### config.mk
export PLATFORM = sky130hd
export DESIGN_NAME = demapper_q
export DESIGN_NICKNAME = d
export VERILOG_FILES = /design/src/rtl/demapper_q.sv
export SDC_FILE = /design/constraint.sdc
export NUM_CORES = 1
export LEC_CHECK = 0
export CAP_MARGIN = 5
export CORE_AREA = 2 2 214 216
export CTS_BUF_LIST = sky130_fd_sc_hd__clkbuf_16
export DETAILED_ROUTE_END_ITERATION = 10
export DIE_AREA = 0 0 216 218
export SKIP_CTS_REPAIR_TIMING = 1
export SLEW_MARGIN = 20
export SYNTH_ARGS = -nofsm -noshare
export SYNTH_HDL_FRONTEND = slang
export SYNTH_SLANG_ARGS = --single-unit
### constraint.sdc
create_clock -name clk -period 6.7 [get_ports clk]
set_clock_uncertainty 0.15 [all_clocks]
set_input_delay 1.34 -clock clk [delete_from_list [all_inputs] [get_ports clk]]
set_output_delay 1.34 -clock clk [all_outputs]
set_load 0.01 [all_outputs]
### src/rtl/demapper_q.sv
// ----------------------------------------------------------------------------
// demapper_q
// Q-channel correlating demapper. Each bit spans SPB samples. Every accepted
// sample is multiplied by a programmable reference waveform and accumulated.
// At the end of a symbol, the sign of the correlation gives the bit. The
// tie-break (sum = 0) gives a 1. Sixteen bits make a word, with bit 0 sent
// first. A word is registered once and then offered on a valid/ready output.
// If the output is still occupied when a new word arrives, the new word is
// dropped and a sticky overflow flag is set.
//
// Parameters
//   SPB    samples per bit (power of two, 2..16)
//   ACC_W  accumulator width (must be >= 32 + log2(SPB))
// Ports
//   clk, reset      rising-edge clock, asynchronous active-high reset
//   rx_en           demapping enable; low clears symbol/bit alignment
//   sample_in       signed Q sample, qualified by sample_valid
//   coef_we/addr/   reference-table write port (new value seen next cycle)
//     coef_data
//   frame_data      demapped word, bit 0 = first received bit
//   frame_valid     frame_data holds an unconsumed word
//   frame_ready     consumer accepts frame_data
//   overflow        sticky: a completed word was dropped
//   bit_cnt         bits collected toward the current word
// ----------------------------------------------------------------------------
module demapper_q #(
    parameter int unsigned SPB   = 4,
    parameter int unsigned ACC_W = 34
) (
    input  logic                      clk,
    input  logic                      reset,
    input  logic                      rx_en,
    input  logic signed [15:0]        sample_in,
    input  logic                      sample_valid,
    input  logic                      coef_we,
    input  logic [$clog2(SPB)-1:0]    coef_addr,
    input  logic signed [15:0]        coef_data,
    output logic [15:0]               frame_data,
    output logic                      frame_valid,
    input  logic                      frame_ready,
    output logic                      overflow,
    output logic [3:0]                bit_cnt
);

    localparam int unsigned SAMP_W    = $clog2(SPB);
    localparam int unsigned COEF_STEP = 16 / SPB;

    // 16-point cosine period, scaled by 32767 and rounded. Shorter periods
    // decimate it.
    function automatic logic signed [15:0] cos16(input logic [3:0] j);
        case (j)
            4'd0:    cos16 =  16'sd32767;
            4'd1:    cos16 =  16'sd30273;
            4'd2:    cos16 =  16'sd23170;
            4'd3:    cos16 =  16'sd12539;
            4'd4:    cos16 =  16'sd0;
            4'd5:    cos16 = -16'sd12539;
            4'd6:    cos16 = -16'sd23170;
            4'd7:    cos16 = -16'sd30273;
            4'd8:    cos16 = -16'sd32767;
            4'd9:    cos16 = -16'sd30273;
            4'd10:   cos16 = -16'sd23170;
            4'd11:   cos16 = -16'sd12539;
            4'd12:   cos16 =  16'sd0;
            4'd13:   cos16 =  16'sd12539;
            4'd14:   cos16 =  16'sd23170;
            default: cos16 =  16'sd30273;
        endcase
    endfunction

    logic signed [15:0]      r_coef [SPB];
    logic [SAMP_W-1:0]       r_samp_cnt;
    logic signed [ACC_W-1:0] r_acc;
    logic [15:0]             r_shift;
    logic [3:0]              r_bit_cnt;
    logic                    r_pend_valid;
    logic [15:0]             r_pend_word;
    logic [15:0]             r_frame_data;
    logic                    r_frame_valid;
    logic                    r_overflow;

    logic                    w_last;
    logic signed [31:0]      w_prod;
    logic signed [ACC_W-1:0] w_sum;
    logic                    w_bit;
    logic                    w_word_done;
    logic [15:0]             w_word;

    // Correlation datapath. The table read sees the pre-write value.
    assign w_last      = (r_samp_cnt == SAMP_W'(SPB - 1));
    assign w_prod      = sample_in * r_coef[r_samp_cnt];
    assign w_sum       = r_acc + ACC_W'(w_prod);
    assign w_bit       = ~w_sum[ACC_W-1];
    assign w_word_done = rx_en & sample_valid & w_last & (r_bit_cnt == 4'd15);
    assign w_word      = {w_bit, r_shift[14:0]};

    // Reference-waveform table.
    always_ff @(posedge clk or posedge reset) begin
        if (reset) begin
            for (int k = 0; k < SPB; k++) begin
                r_coef[k] <= cos16(4'(k * COEF_STEP));
            end
        end else if (coef_we) begin
            r_coef[coef_addr] <= coef_data;
        end
    end

    // Symbol and bit alignment, accumulator and bit collection.
    always_ff @(posedge clk or posedge reset) begin
        if (reset) begin
            r_samp_cnt <= '0;
            r_acc      <= '0;
            r_shift    <= '0;
            r_bit_cnt  <= '0;
        end else if (!rx_en) begin
            r_samp_cnt <= '0;
            r_acc      <= '0;
            r_shift    <= '0;
            r_bit_cnt  <= '0;
        end else if (sample_valid) begin
            if (w_last) begin
                r_acc              <= '0;
                r_samp_cnt         <= '0;
                r_shift[r_bit_cnt] <= w_bit;
                r_bit_cnt          <= r_bit_cnt + 4'd1;
            end else begin
                r_acc      <= w_sum;
                r_samp_cnt <= r_samp_cnt + SAMP_W'(1);
            end
        end
    end

    // One-stage hold for a completed word. The word reaches the output one
    // edge after its last sample is accepted.
    always_ff @(posedge clk or posedge reset) begin
        if (reset) begin
            r_pend_valid <= 1'b0;
            r_pend_word  <= '0;
        end else begin
            r_pend_valid <= w_word_done;
            if (w_word_done) begin
                r_pend_word <= w_word;
            end
        end
    end

    // Output register with a valid/ready handshake and a sticky overflow.
    always_ff @(posedge clk or posedge reset) begin
        if (reset) begin
            r_frame_data  <= '0;
            r_frame_valid <= 1'b0;
            r_overflow    <= 1'b0;
        end else if (r_pend_valid) begin
            if (!r_frame_valid || frame_ready) begin
                r_frame_data  <= r_pend_word;
                r_frame_valid <= 1'b1;
            end else begin
                r_overflow <= 1'b1;
            end
        end else if (r_frame_valid && frame_ready) begin
            r_frame_valid <= 1'b0;
        end
    end

    assign frame_data  = r_frame_data;
    assign frame_valid = r_frame_valid;
    assign overflow    = r_overflow;
    assign bit_cnt     = r_bit_cnt;

endmodule

**After elaboration in Yosys (flattened, before gate mapping)**

Index checks and enable logic that the tools add are counted.

- Equal/unequal tests: 5
- Bitwise logic cells: 7
- Add/subtract/negate cells: 3
- Reduce and logical (&&, ||, !) cells: 10
- Multiply operators: 1
- $lt $le $gt $ge: 5
- Muxes and demuxes: 24

Operators by type and width:

| operator | number |
|---|---|
| 34-bit 2-to-1 mux | 3 |
| 16-bit 2-to-1 mux | 6 |
| 64-bit bitwise mux | 1 |
| 34-bit by 32-bit adder with 34-bit output | 1 |
| 16-bit binary-select mux with 2-bit select | 1 |
| 16-bit demux with 2-bit select | 1 |
| 16-bit by 16-bit multiplier with 32-bit output | 1 |
| 16-bit bitwise mux | 1 |
| 4-bit 2-to-1 mux | 3 |
| 2-bit AND reduction | 4 |
| 3-bit >= comparator, second input constant | 2 |
| 2-bit 2-to-1 mux | 3 |
| 2-bit by 1-bit != test with 1-bit output, second input constant | 3 |
| 2-bit NOT with 3-bit output | 2 |
| 4-bit by 5-bit less-than comparator with 1-bit output, second input constant | 1 |
| 4-bit by 1-bit adder with 4-bit output, second input constant | 1 |
| 1-bit demux with 4-bit select | 1 |
| 4-bit equality test, second input constant | 1 |
| 4-bit by 1-bit >= comparator with 1-bit output, second input constant | 1 |
| 1-bit 2-to-1 mux | 4 |
| 1-bit bitwise AND | 3 |
| 1-bit logical AND | 3 |
| 3-bit by 1-bit less-than comparator with 1-bit output, second input constant | 1 |
| 2-bit by 1-bit adder with 2-bit output, second input constant | 1 |
| other kinds (5) | 6 |

- Bits in registers: 155
- Word-level logic and storage cells: 68
- Bits of input ports: 40

**Logic depth before layout (Yosys ltp)**

- Depth after elaboration: 11
- Depth in mapped cells: 28

**Worst setup path after synthesis**

Ideal clock, no wire load.

- Path kind: input -> register
- Start point: input port sample_in[15]
- End point: register r_shift[0]
- Data arrival time: 7.079 ns
- Required time: 6.418 ns
- Setup slack: -0.660 ns
- Cell stages on the path: 23
- Path buffers: 2
- Cells stage by stage: clkbuf_1 -> nand2_1 -> inv_1 -> fa_1 -> inv_1 -> fa_1 -> fa_1 -> inv_1 -> fa_1 -> fa_1 -> inv_1 -> fa_1 -> inv_1 -> ha_1 -> inv_1 -> nor2_1 -> nand2_1 -> or4_4 -> a31oi_4 -> nor3_1 -> o311ai_4 -> buf_6 -> o22ai_2

- Word-level cells in the longest chain between the ends: 7

Ends and longest elaborated chain:

| element | line | source |
|---|---|---|
| start: declaration | 33 | `input logic signed [15:0] sample_in,` |
| 16-bit by 16-bit multiplier with 32-bit output | 91 | `assign w_prod = sample_in * r_coef[r_samp_cnt];` |
| 34-bit by 32-bit adder with 34-bit output | 92 | `assign w_sum = r_acc + ACC_W'(w_prod);` |
| 1-bit NOT | 93 | `assign w_bit = ~w_sum[ACC_W-1];` |
| 16-bit bitwise mux | 124 | `r_shift[r_bit_cnt] <= w_bit;` |
| 16-bit 2-to-1 mux | 121 | `if (w_last) begin` |
| 16-bit 2-to-1 mux | 120 | `end else if (sample_valid) begin` |
| 16-bit 2-to-1 mux | 115 | `end else if (!rx_en) begin` |
| end signal: indexed assignment | 124 |  |
| end: declaration | 74 | `logic [15:0] r_shift;` |

No other way between the ends. The select of a mux whose other input is x is not followed.
A chain may end at the register's enable or synchronous reset.

**Worst setup path after layout**

- Start point: register r_samp_cnt[1]
- End point: register r_acc[33]

- Word-level cells in the longest chain between the ends: 9
- Elaborated cells on any way between the ends: 10
- Classes of those cells: 1 x add/sub; 1 x mul; 1 x eq/ne; 6 x mux; 1 x bitwise

Ends and longest elaborated chain:

| element | line | source |
|---|---|---|
| start: declaration | 72 | `logic [SAMP_W-1:0] r_samp_cnt;` |
| start signal: assignment | 128 | `r_samp_cnt <= r_samp_cnt + SAMP_W'(1);` |
| 2-bit NOT with 3-bit output (implied by the code) | 91 |  |
| 16-bit binary-select mux with 2-bit select | 91 |  |
| 16-bit 2-to-1 mux (implied by the code) (2 in a row) | 91 |  |
| 16-bit by 16-bit multiplier with 32-bit output | 91 |  |
| 34-bit by 32-bit adder with 34-bit output | 92 |  |
| 34-bit 2-to-1 mux (*) | 121 |  |
| 34-bit 2-to-1 mux (*) | 120 |  |
| 34-bit 2-to-1 mux (*) | 115 |  |
| end signal: assignment | 127 | `r_acc <= w_sum;` |
| end: declaration | 73 | `logic signed [ACC_W-1:0] r_acc;` |

Every way passes the cells marked *; elsewhere a longest branch is shown, timed or not. The select of a mux whose other input is x is not followed.

==> results.py <==
metrics = {
    "critical_path": {
        "startpoint_type": "flop",
        "cp.required_ns": 6.86,
        "ff2ff_path_depth": 24,
        "end_kind": "flop",
        "rrSetupSlack_ns": -0.50,
        "rr_startpoint": "r_samp_cnt[1]$_DFFE_PP0N_",
        "path_max_fanout": 8,
        "r2r-end": "r_acc[33]$_DFFE_PP0N_",
        "criticalPathCategory": "reg -> reg",
        "critical_path_arrival_ns": 7.36,
    },
    "sta": {
        "drv_slew": 0,
        "worstMarginPinSlew_ns": 1.04,
        "setup_ws_ns": -0.496,
        "fin_hold_ws_ns": 0.338,
        "min_period_ns": 7.20,
        "final_hold_viol_count": 0,
        "slew_headroom_pct": 30.6,
        "fmax_mhz": 139,
        "finalSetupViolCount": 28,
        "rsz0062_at_grt": "true",
        "fin_crit_sh_pct": 107,
    },
    "final_layout": {
        "final_cell_count_no_fill": 2520,
        "regArea_mm2": 0.00388,
        "areaGrowthSynthToFinish_pct": 25.1,
        "drive_gt1_share_pct": 27.0,
        "multi_input_area_mm2": 0.0128,
        "nets": 2358,
        "nFillCells": 4113,
    },
    "yosys": {
        "yosysSeqAreaShare_pct": 21.9,
        "syn-cell-area_mm2": 0.0177,
        "synth_warnings": 0,
        "synthTopCellsByCount": "360 x inv_1, 305 x fa_1, 196 x nand2_1, 137 x dfrtp_1, 126 x and2_1",
        "syn_inst": 1677,
        "yosysMostFrequentCell": "inv_1",
        "synthFlopType": "dfrtp_1",
        "ys_async_sr_fraction_pct": 100,
        "yosysUniqueCellTypes": 66,
        "synth_top_area_cell": "fa_1",
        "ys_top_cells_by_area": "fa_1 35%, dfrtp_1 19%, inv_1 7.6%, ha_1 7.6%, mux2_2 6.0%",
        "syn_avg_cell_area_um2": 10.6,
        "synth_edf_count": 0,
        "synth_top_cell_area_share_pct": 34.5,
        "synth_nets": 2129,
        "ys_ff_latch": 154,
    },
    "route": {
        "dr.pass1.iters": 4,
        "antenna_left": 0,
        "routedWlPerCell_um": 17.2,
        "vias": 12300,
        "initialDrtViolationCount": 569,
        "vias_per_cell": 4.87,
        "routed_wirelength_um": 43300,
        "drc": 0,
    },
    "status": {
        "status": "finished with violations",
        "violations": "negative setup slack",
    },
    "cts": {
        "clk_path_buf_depth": 2,
        "clkLatencyLatePin_ns": 0.42,
        "clk_root_buffer_cell": "clkbuf_16",
        "clkTransAtPathRegs_ns": 0.07,
        "cts.sinks": 154,
        "cts_tree": "built",
        "ctsHtreeMaxLevel": 4,
        "cts_buffers": 17,
    },
    "die": {
        "die_h_um": 218,
        "die_x_um": 216,
        "pin_count": 62,
        "dieArea_mm2": 0.0471,
        "start_util_pct": 39.4,
        "fp-row-count": 78,
        "core_mm2": 0.0449,
    },
    "global_routing": {
        "grtUsageTotal_pct": 18.8,
        "grt_pass1_vias": 13600,
        "antenna_found_initial": 2,
        "grt_overflow": 0,
        "grt_max_degree": 109,
        "grt_pass1_wl_um": 70800,
    },
    "placed_design": {
        "gp_congestion": 0.853,
        "io_buffer_count": 61,
        "dp.final_hpwl_um": 33600,
        "dp.cells": 2451,
    },
    "worst_hold_path": {
        "hold_path.startpoint": "r_pend_valid$_DFF_PP0_",
        "min_path_type": "reg -> reg",
        "min_to": "frame_valid$_DFFE_PP0P_",
        "min_path_cells": 2,
    },
    "run": {
        "cap_viol_max_count": 0,
    },
}
placed cells by master, fill, tap and decap left out, types with 9 or more instances in the layout:
master | synthesis | routed
inv_1 | 360 | 340
fa_1 | 305 | 286
nand2_1 | 196 | 183
buf_4 | 0 | 156
dfrtp_1 | 137 | 136
and2_1 | 126 | 113
mux2_2 | 95 | 95
ha_1 | 107 | 90
clkdlybuf4s50_1 | 0 | 47
nor2_1 | 37 | 35
buf_12 | 0 | 26
clkbuf_16 | 0 | 24
xnor2_1 | 23 | 21
inv_2 | 0 | 19
fa_2 | 0 | 19
a21oi_1 | 28 | 18
o21ai_0 | 35 | 18
buf_6 | 3 | 18
dfstp_2 | 17 | 17
mux4_2 | 15 | 16
xor2_1 | 15 | 15
o21ai_1 | 4 | 15
ha_4 | 0 | 14
dlymetal6s2s_1 | 0 | 14
and2_4 | 0 | 13
a21oi_2 | 1 | 10
nand2_2 | 0 | 10
o22ai_2 | 10 | 10
a21o_1 | 9 | 9
flip-flops by register name, summed over array words and instances, names as in the netlist:
signal,cells
overflow,1
r_pend_word,16
r_pend_valid,1
frame_data,16
frame_valid,1
r_shift,15
bit_cnt,4
r_acc,34
r_coef,64
r_samp_cnt,2
how the worst max path moves through the flow:
stage | start | endpoint | slack (ns) | cells after the start
6_report | r_samp_cnt[1]$_DFFE_PP0N_ | r_acc[33]$_DFFE_PP0N_ | -0.50 | 24
4_1_cts | sample_in[12] | r_acc[33]$_DFFE_PP0N_ | -0.73 | 23
3_5_place_dp | sample_in[12] | r_acc[33]$_DFFE_PP0N_ | -1.13 | 23
3_3_place_gp | sample_in[11] | r_acc[33]$_DFFE_PP0N_ | -1.12 | 23
2_1_floorplan | sample_in[15] | r_shift[0]$_DFFE_PP0P_ | -0.28 | 23
5_1_grt | r_samp_cnt[1]$_DFFE_PP0N_ | r_acc[33]$_DFFE_PP0N_ | -0.66 | 24
metrics by stage:
step	area, um^2	worst slack (ns)	util [%]	setup TNS, ns
4_1_cts	21200	-0.727	47.3	-16.52
6_report	22100	-0.496	49.3	-9.42
2_1_floorplan	18000	-0.282	-	-4.08
5_1_grt	22100	-0.656	49.3	-14.70
3_3_place_gp	20600	-1.12	45.9	-30.96
3_5_place_dp	20600	-1.13	45.9	-31.93
cell families after synthesis:
group	count (synthesis)	share of synthesized area (%)
and+or+nand+nor	405	11.1
DFF	154	21.9
muxes	114	8.18
xor gates and xnor gates	40	2.13
buffers and inverters	419	9.03
adders and majority gates	412	42.1
AOI/OAI and AO/OA	133	5.60
worst max-delay path: stages (launching register included):
cell	delay [ns]
dfrtp_2	0.44
buf_12	0.16
buf_4	0.14
mux4_2	0.64
and2_1	0.23
fa_1	0.51
inv_1	0.06
fa_2	0.35
fa_1	0.55
inv_1	0.06
fa_1	0.54
fa_1	0.51
inv_1	0.05
fa_1	0.50
inv_2	0.05
ha_4	0.28
and4_4	0.25
nand3_2	0.08
or4_4	0.47
a311oi_2	0.34
a211oi_2	0.09
nand3_1	0.13
o311ai_4	0.15
buf_12	0.18
a22o_1	0.20
routing by layer:
layer | track usage (%) | part of all wire (%) | up-vias
met2 | 32.6 | 50 | 200
met3 | 2.29 | 3.1 | 58
met4 | 3.95 | 1.9 | 2
met5 | 0 | 0.028 | -
met1 | 25.5 | 45 | 6412
li1 | - | - | 5602
cell type report:
type | instances | area share, %
diodes | 1 | 0.0113
well taps | 600 | 3.39
repair buffers | 268 | 12.3
clock inverters | 15 | 0.944
multi-input cells | 1105 | 57.8
clock buffers | 17 | 1.92
inverters | 360 | 6.13
flip-flops and latches | 154 | 17.5
Power is not shown: default switching activity piles up to over one toggle a cycle in this logic, so the estimate is an artifact.
==> RTL change: new RTL, same flow settings <==
Change the parameter `SPB` from 4 to 8.
--- a/src/rtl/demapper_q.sv
+++ b/src/rtl/demapper_q.sv
@@ -25,5 +25,5 @@
 // ----------------------------------------------------------------------------
 module demapper_q #(
-    parameter int unsigned SPB   = 4,
+    parameter int unsigned SPB   = 8,
     parameter int unsigned ACC_W = 34
 ) (
Ports: changed (resized coef_addr); port bits go from 62 to 63. No check against the original RTL was run, so the function may have changed too.
==> RTL change against the unedited design <==
Synthesized area rose by 19%; critical path depth did not move; cell count increased by 12%; wire length grew 18%; sequential cell count grew 65; via count up 17%; die area is the same; the flow still finishes with violations (negative setup slack); hold slack got worse by 12 ps; cell area is 17% higher; worst setup slack got worse by 160 ps.
Power is left out: the tool's default activity adds up to more than one toggle a clock period on the data nets, which glitch-free logic cannot reach.
==> RTL change: results (changes against the unedited design) <==
Area contributors post-synth=fa_1 29%, dfrtp_1 20%, mux2_2 8.2% (was fa_1 35%, dfrtp_1 19%, inv_1 7.6%); DRT iter0 DRCs=590 (was 569); final std cells w/o fill=2824 (was 2520); port bufs=62 (was 61); setup tns final=-13940 ps (was -9420 ps); Synth Instances=1941 (was 1677); DR vias=14.4k (was 12.3k); largest net degree at the start of global routing=71 (was 109); first-pass GRT wire length=84.5 mm (was 70.8 mm); gr usage total=22.4% (was 18.8%); final HPWL from detailed placement=39.1 mm (was 33.6 mm); pre-CTS setup slack=-1170 ps (was -1130 ps); CP Data Arrival Time=7650 ps (was 7360 ps); Yosys top cell area share=29.1% (was 34.5%); clk_lat worst skew=530 ps (was 420 ps); endpoints failing setup=31 (was 28); WL/cell=18.1 um (was 17.2 um); final setup margin=-653 ps (was -496 ps); Synth top cells by count=367 x inv_1, 305 x fa_1, 221 x nand2_1, 170 x dfrtp_1, 153 x mux2_2 (was 360 x inv_1, 305 x fa_1, 196 x nand2_1, 137 x dfrtp_1, 126 x and2_1); placed inst area=0.0241 sq mm (was 0.0206 sq mm); status=finished with violations (unchanged); slowest cell delay on critical path=530 ps (was 640 ps); count of cell types in the netlist=61 (was 66); biggest regs=r_coef: 128 flops, r_acc: 34 flops (was r_coef: 64 flops, r_acc: 34 flops); CTS buffer count=22 (was 17); CTS H-tree depth=1 (was 4); CP max stage cell=fa_1 (was mux4_2); met2 Use GR=37.5% (was 32.6%); failing checks=negative setup slack (unchanged); post-synthesis sequential area ratio=26.4% (was 21.9%); M3 GR Usage=3.60% (was 2.29%); fraction of layout cells with a size suffix above 1=29.8% (was 27.0%); Final GP Congestion=0.871 (was 0.853)
## RTL change: cell types whose count changed after synthesis, moves of 17 or more
cell,before,now
and2_1,126,39
clkbuf_1,52,71
dfrtp_1,137,170
dfstp_2,17,49
mux2_2,95,153
mux4_2,15,32
nand2_1,196,221
nor2b_1,3,93
o21ai_0,35,15
## RTL change: worst paths after layout
path / start / to / slack (ps) / cells past startpoint
max reg2reg: r_samp_cnt[0]$_DFFE_PP0N_ / r_shift[0]$_DFFE_PP0P_ / -650 / 24
min reg2reg: r_pend_word[6]$_DFFE_PP0P_ / r_pend_word[6]$_DFFE_PP0P_ / 330 / 2
min: r_pend_word[6]$_DFFE_PP0P_ / r_pend_word[6]$_DFFE_PP0P_ / 330 / 2
max: r_samp_cnt[0]$_DFFE_PP0N_ / r_shift[0]$_DFFE_PP0P_ / -650 / 24
min in group asynchronous: reset / r_coef[60]$_DFFE_PP0P_ / 1210 / 2
max in group asynchronous: reset / r_pend_word[12]$_DFFE_PP0P_ / 3750 / 3
## RTL change: cell families after synthesis
| logic type | Yosys count | share of synthesized area (%) |
|---|---|---|
| and+or+nand+nor | 490 | 11.6 |
| adders and majority gates | 413 | 35.5 |
| buffers and inverters | 450 | 8.14 |
| DFF | 219 | 26.4 |
| muxes | 197 | 12.2 |
| AOI/OAI and AO/OA | 134 | 4.58 |
| xor gates and xnor gates | 38 | 1.59 |
## RTL change: layout make-up
type	count	area [sq um]	area share (%)
clock buffers	22	551	2.13
flip-flops and latches	219	5540	21.5
inverters	368	1390	5.37
clock inverters	18	165	0.640
diodes	1	2.50	0.00970
repair buffers	320	2930	11.4
well taps	600	751	2.91
multi-input cells	1276	14500	56.1
## RTL change: routing by layer
layer	share of wire (%)	up-vias
met5	0.025	-
met4	1.3	2
met3	4.7	42
met2	48	232
met1	46	7452
li1	-	6688
